`src/rtl/ball_motion_ctrl.sv`:
```
// ball_motion_ctrl: Pong ball position/direction owner, stepped once per 60 Hz ref_tick.
// Handles wall bounces, paddle hits, misses, serve delay and one-cycle scoring pulses.
// Optional feature: define BALL_SPEEDUP_EN to raise speed by one on each paddle hit,
// capped at MAX_SPEED. Without it the speed is the constant SPEED.

module ball_motion_ctrl #(
    parameter int unsigned H_ACTIVE       = 640,
    parameter int unsigned V_ACTIVE       = 480,
    parameter int unsigned BALL_SIZE      = 8,
    parameter int unsigned PADDLE_W       = 8,
    parameter int unsigned PADDLE_H       = 64,
    parameter int unsigned LEFT_PADDLE_X  = 16,
    parameter int unsigned RIGHT_PADDLE_X = 616,
    parameter int unsigned SPEED          = 2,
    parameter int unsigned MAX_SPEED      = 6,
    parameter int unsigned SERVE_TICKS    = 60
) (
    input  logic       clk,
    input  logic       rst,
    input  logic       ref_tick,
    input  logic       pause,
    input  logic [9:0] pad_l_y,
    input  logic [9:0] pad_r_y,
    output logic [9:0] ball_x,
    output logic [9:0] ball_y,
    output logic       hit,
    output logic       score_l,
    output logic       score_r
);

    // 11-bit constants so every sum below has headroom and never wraps.
    localparam logic [10:0] X_MAX  = 11'(H_ACTIVE - BALL_SIZE);
    localparam logic [10:0] Y_MAX  = 11'(V_ACTIVE - BALL_SIZE);
    localparam logic [9:0]  X_CTR  = 10'((H_ACTIVE - BALL_SIZE) / 2);
    localparam logic [9:0]  Y_CTR  = 10'((V_ACTIVE - BALL_SIZE) / 2);
    localparam logic [10:0] L_FACE = 11'(LEFT_PADDLE_X + PADDLE_W);
    localparam logic [10:0] R_FACE = 11'(RIGHT_PADDLE_X);
    localparam logic [10:0] BSZ    = 11'(BALL_SIZE);
    localparam logic [10:0] PH     = 11'(PADDLE_H);
    localparam logic [10:0] SPD0   = 11'(SPEED);

    localparam int unsigned CNT_W = (SERVE_TICKS > 1) ? $clog2(SERVE_TICKS) : 1;
    localparam logic [CNT_W-1:0] SERVE_LAST = CNT_W'(SERVE_TICKS - 1);

    typedef enum logic [1:0] {StServe, StPlay, StScore} state_e;

    state_e           state;
    logic [CNT_W-1:0] serve_cnt;
    logic             dx_right;
    logic             dy_down;
    logic             scorer_r;   // which side scores when SCORE completes
    logic [10:0]      speed;

`ifdef BALL_SPEEDUP_EN
    localparam logic [10:0] SPD_MAX = 11'(MAX_SPEED);
    logic [10:0] speed_q;
    assign speed = speed_q;
`else
    assign speed = SPD0;
`endif

    logic        tick_eff;
    logic [10:0] x, y, pl, pr;
    logic        ovl_l, ovl_r;
    logic        hit_l, hit_r, miss_l, miss_r;
    logic [9:0]  x_nxt, y_nxt;
    logic        dx_nxt, dy_nxt;

    assign tick_eff = ref_tick & ~pause;

    // One motion step computed from the pre-step position, paddles and directions.
    always_comb begin
        x  = {1'b0, ball_x};
        y  = {1'b0, ball_y};
        pl = {1'b0, pad_l_y};
        pr = {1'b0, pad_r_y};

        ovl_l  = (y + BSZ > pl) && (y < pl + PH);
        ovl_r  = (y + BSZ > pr) && (y < pr + PH);
        hit_l  = !dx_right && (x >= L_FACE) && (x < L_FACE + speed) && ovl_l;
        hit_r  = dx_right && (x + BSZ <= R_FACE) && (x + BSZ + speed > R_FACE) && ovl_r;
        miss_l = !dx_right && (x < speed) && !hit_l;
        miss_r = dx_right && (x + speed > X_MAX) && !hit_r;

        dx_nxt = dx_right;
        if (hit_l) begin
            x_nxt  = 10'(L_FACE);
            dx_nxt = 1'b1;
        end else if (hit_r) begin
            x_nxt  = 10'(R_FACE - BSZ);
            dx_nxt = 1'b0;
        end else if (miss_l) begin
            x_nxt = 10'd0;
        end else if (miss_r) begin
            x_nxt = 10'(X_MAX);
        end else if (dx_right) begin
            x_nxt = 10'(x + speed);
        end else begin
            x_nxt = 10'(x - speed);
        end

        dy_nxt = dy_down;
        if (!dy_down && (y < speed)) begin
            y_nxt  = 10'd0;
            dy_nxt = 1'b1;
        end else if (dy_down && (y + speed > Y_MAX)) begin
            y_nxt  = 10'(Y_MAX);
            dy_nxt = 1'b0;
        end else if (dy_down) begin
            y_nxt = 10'(y + speed);
        end else begin
            y_nxt = 10'(y - speed);
        end
    end

    // Serve/play/score sequencing with registered position and pulse outputs.
    always_ff @(posedge clk) begin
        if (rst) begin
            state     <= StServe;
            serve_cnt <= '0;
            ball_x    <= X_CTR;
            ball_y    <= Y_CTR;
            dx_right  <= 1'b1;
            dy_down   <= 1'b1;
            scorer_r  <= 1'b0;
            hit       <= 1'b0;
            score_l   <= 1'b0;
            score_r   <= 1'b0;
`ifdef BALL_SPEEDUP_EN
            speed_q   <= SPD0;
`endif
        end else begin
            hit     <= 1'b0;
            score_l <= 1'b0;
            score_r <= 1'b0;
            unique case (state)
                StServe: begin
                    if (tick_eff) begin
                        if (serve_cnt == SERVE_LAST) begin
                            serve_cnt <= '0;
                            state     <= StPlay;
                        end else begin
                            serve_cnt <= serve_cnt + 1'b1;
                        end
                    end
                end
                StPlay: begin
                    if (tick_eff) begin
                        ball_x   <= x_nxt;
                        ball_y   <= y_nxt;
                        dx_right <= dx_nxt;
                        dy_down  <= dy_nxt;
                        hit      <= hit_l | hit_r;
                        if (miss_l || miss_r) begin
                            state    <= StScore;
                            scorer_r <= miss_l;
                        end
`ifdef BALL_SPEEDUP_EN
                        if (hit_l || hit_r) begin
                            speed_q <= (speed_q < SPD_MAX) ? speed_q + 11'd1 : SPD_MAX;
                        end
`endif
                    end
                end
                StScore: begin
                    // Ticks arriving here are dropped; serve restarts with a fresh count.
                    score_r   <= scorer_r;
                    score_l   <= ~scorer_r;
                    ball_x    <= X_CTR;
                    ball_y    <= Y_CTR;
                    dx_right  <= ~scorer_r;
                    serve_cnt <= '0;
                    state     <= StServe;
`ifdef BALL_SPEEDUP_EN
                    speed_q   <= SPD0;
`endif
                end
                default: state <= StServe;
            endcase
        end
    end

endmodule

```
`config.mk`:
```
export PLATFORM = sky130hd
export DESIGN_NAME = ball_motion_ctrl
export DESIGN_NICKNAME = d
export VERILOG_FILES = /design/src/rtl/ball_motion_ctrl.sv
export SDC_FILE = /design/constraint.sdc
export NUM_CORES = 1
export LEC_CHECK = 0
export BUFFER_PORTS_ARGS = -buffer_cell sky130_fd_sc_hd__buf_2
export CAP_MARGIN = 0
export CORE_ASPECT_RATIO = 1.5
export CORE_UTILIZATION = 54
export DETAILED_ROUTE_END_ITERATION = 12
export PLACE_DENSITY = 0.76
export SKIP_CTS_REPAIR_TIMING = 1
export SYNTH_ARGS = -nofsm -noshare
export SYNTH_HDL_FRONTEND = slang
export SYNTH_SLANG_ARGS = --single-unit
```
`constraint.sdc`:
```
create_clock -name clk -period 3 [get_ports clk]
set_input_delay 0.6 -clock clk [delete_from_list [all_inputs] [get_ports clk]]
set_output_delay 0.6 -clock clk [all_outputs]
set_load 0.01 [all_outputs]
```
==> flow_summary.toml <==
[timing]
maxSlewHeadroom_pct = 51.9
hold_viol_final = 0
final.min_clock_period_ns = 2.86
worst_pin_slew_ns = 0.720
slew_viol_final = 0
finalClockSkew_ns = 0.00565
hold_ws_ns = 0.469
setup_viol = 0
fmax_mhz = 349
fin_crit_sh_pct = 95.4

[logic_synthesis]
yosysTopAreaCell = "dfxtp_1"
syn_area_um2 = 3540
ys.warnings.count = 0
ys_ff_latch = 32
synth-async-reset-ratio_pct = 0
syn_area_per_cell_um2 = 7.35
syn_inst = 481
dominantRegCellSynth = "dfxtp_1"
synth_edf_count = 0
synth_area_leaders = "dfxtp_1, ha_1, nand2_1"
yosysSeqAreaShare_pct = 18.1
ys_types = 66
yosysTopAreaCellShare_pct = 18.1

[drt]
detail-route-antenna-nets = 0
wire_per_inst_um = 16.5
via_count = 3854
drtIter0Drc = 163
viasPerCell = 6.27
drc = 0
drtPass1Iterations = 4
wl_um = 10200

[die]
fp.dieH_um = 101
die_area_um2 = 6880
io_pins = 47
initial_core_util_pct = 56.9
core_area_um2 = 6220
rows = 35
die_w_um = 68.1

[placed_design]
dp_hpwl_um = 7900
post-place-cells = 606
io_buffers = 44
gp_congestion = 0.931

[global_routing]
grt_pass1_wl_um = 15800
grt_pass1_vias = 3584
met1_usage_pct = 31.3
overflow = 0
grt_max_degree = 24
antenna_found_initial = 0
grt_usage_pct = 30.4
use_met2_pct = 55.8
grt_use_met3_pct = 5.32
grt_busiest_layer = "met2"

[layout]
nets = 611
stdcell_count = 615
area_delta_synth_final_pct = 17.2
n_antenna_cell = 0
drive_above_1_share_pct = 20.7

[clock_network]
ctsRootBufferMaster = "clkbuf_8"
cts_tree = "built"
ctsLongestPathBuffers = 2
cts.sinks = 32
h-tree-depth = 2
clk_latency_ns = 0.29
numCtsBuffers = 5
cts.reportedPaths.clkPinSlew_ns = 0.07

[setup_path]
worstSetupPathType = "flip-flop to flip-flop"
critPathArrivalTime_ns = 3.02
critPathLaunchType = "flip-flop"
r2r_cells = 14
cp.required_ns = 3.16
crit_fanout = 8
critPathCaptureType = "flip-flop"

[flow_run]
drv_cap = 0

[min_path]
hold_class = "flip-flop to flip-flop"
min_path_cells = 1

[pwr]
switching_power_w = 0.000237
vdd_drop_max_v = 0.000203
p_int_w = 0.000666
p_clk_share_pct = 39.0
p_comb_share_pct = 13.8
p_leak_nw = 1.82
p_per_area_nw_per_um2 = 218
switching_share_pct = 26.2
seqPwrFrac_pct = 47.1

[status]
status = "completed"
through the flow:
| stage | setup WS (ns) | utilization [%] | cell area, µm² | setup TNS, ns | total power (W) |
|---|---|---|---|---|---|
| floorplan | 0.0111 | - | 3540 | 0 | 0.000518 |
| global placement | 0.0122 | 63.8 | 3970 | 0 | 0.000553 |
| detailed placement | -0.0454 | 63.8 | 3970 | -0.0719 | 0.000559 |
| CTS | -0.0110 | 65.3 | 4060 | -0.0127 | 0.000906 |
| global route | -0.0340 | 66.7 | 4150 | -0.151 | 0.000945 |
| finish | 0.138 | 66.7 | 4150 | 0 | 0.000903 |
path summary, 6_finish.rpt:
check / from / endpoint / slack [ns]
worst min-delay path: scorer_r / score_l / 0.47
worst min register to register: scorer_r / score_l / 0.47
worst max-delay path: ball_y[8] / ball_x[9] / 0.14
worst max register to register: ball_y[8] / ball_x[9] / 0.14
cell usage in the layout (no fill, tap or decap), types with 4 or more instances in the layout:
cell type / instances
xnor2_1: 17
nor4_1: 5
and3_1: 5
o221ai_1: 5
a21o_1: 7
buf_4: 31
clkbuf_8: 6
or3_1: 6
o21ai_0: 21
a31oi_1: 7
xor2_1: 6
nand2b_1: 7
nor2_1: 40
dfxtp_1: 30
buf_2: 44
o211ai_1: 4
nand3_1: 25
nand4_1: 10
nand2_1: 48
a21oi_1: 35
inv_1: 33
nor3_1: 14
o22ai_1: 4
ha_1: 46
o2111ai_1: 4
final cells by class:
type	instances	area (µm²)
clock buffer	7	86.3
clock inverter	1	7.51
fill	552	2070
inverter	33	124
multi-input combinational	391	2710
sequential	32	648
tap	74	92.6
timing repair buffer	77	475
critical path, stage by stage, from the launching register on:
cell       delay [ns]
dfxtp_1          0.45
nand2_1          0.16
nor2_2           0.14
xor2_1           0.09
buf_4            0.14
ha_1             0.28
nand2_1          0.05
or4_1            0.51
o21ai_0          0.10
a21oi_1          0.06
o2111ai_1        0.21
a221o_2          0.26
buf_6            0.13
a21o_1           0.11
a21oi_1          0.06
cells by family (layout without fill, tap and decap cells):
| logic type | Yosys count | count (layout) | synth area share, % |
|---|---|---|---|
| muxes | 4 | 4 | 1.20 |
| AOI/OAI and AO/OA | 124 | 124 | 23.6 |
| and+or+nand+nor | 189 | 189 | 27.1 |
| DFF | 32 | 32 | 18.1 |
| xor gates and xnor gates | 24 | 24 | 5.94 |
| adders and majority gates | 48 | 48 | 16.9 |
| buffers and inverters | 59 | 118 | 7.04 |
| other | 1 | 2 | 0.106 |
synthesized netlist by cell type (2+ instances only):
cell type / number
a2111oi_0: 3
a211oi_1: 3
a21o_1: 7
a21oi_1: 36
a221o_1: 3
a22oi_1: 2
a311oi_1: 3
a31oi_1: 8
a32o_1: 2
and2_1: 3
and3_1: 5
and4_1: 2
buf_2: 7
buf_4: 3
clkbuf_1: 15
dfxtp_1: 32
ha_1: 47
inv_1: 33
mux2_2: 2
mux2i_1: 2
nand2_1: 49
nand2b_1: 7
nand3_1: 27
nand4_1: 10
nor2_1: 42
nor2b_1: 3
nor3_1: 14
nor3b_1: 3
nor4_1: 5
o2111ai_1: 5
o211ai_1: 4
o21a_1: 3
o21ai_0: 22
o221ai_1: 5
o22ai_1: 4
o31ai_1: 2
or3_1: 6
or4_1: 2
xnor2_1: 17
xor2_1: 7
registers in the layout (all words and copies together), names as in the netlist:
name	flops
ball_x	9
ball_y	9
serve_cnt	6
state	2
dx_right	1
dy_down	1
hit	1
score_l	1
score_r	1
scorer_r	1
power groups by stage:
| stage | Clock, W | Combinational [W] | Sequential (W) |
|---|---|---|---|
| global placement | 0 | 0.000116 | 0.000437 |
| finish | 0.000352 | 0.000125 | 0.000425 |
| detailed placement | 0 | 0.000122 | 0.000437 |
| floorplan | 0 | 0.0000816 | 0.000437 |
| global route | 0.000379 | 0.000141 | 0.000425 |
| CTS | 0.000356 | 0.000123 | 0.000427 |
layer usage:
metal  vias to the layer above  share of wire, %  wire, µm
met4                         0               4.9       499
met3                        42               5.0       509
li1                       1870                 -         -
met2                       154                52      5270
met5                         -                 0         0
met1                      1788                38      3890
No activity file was read; power rests on OpenSTA's default activity.
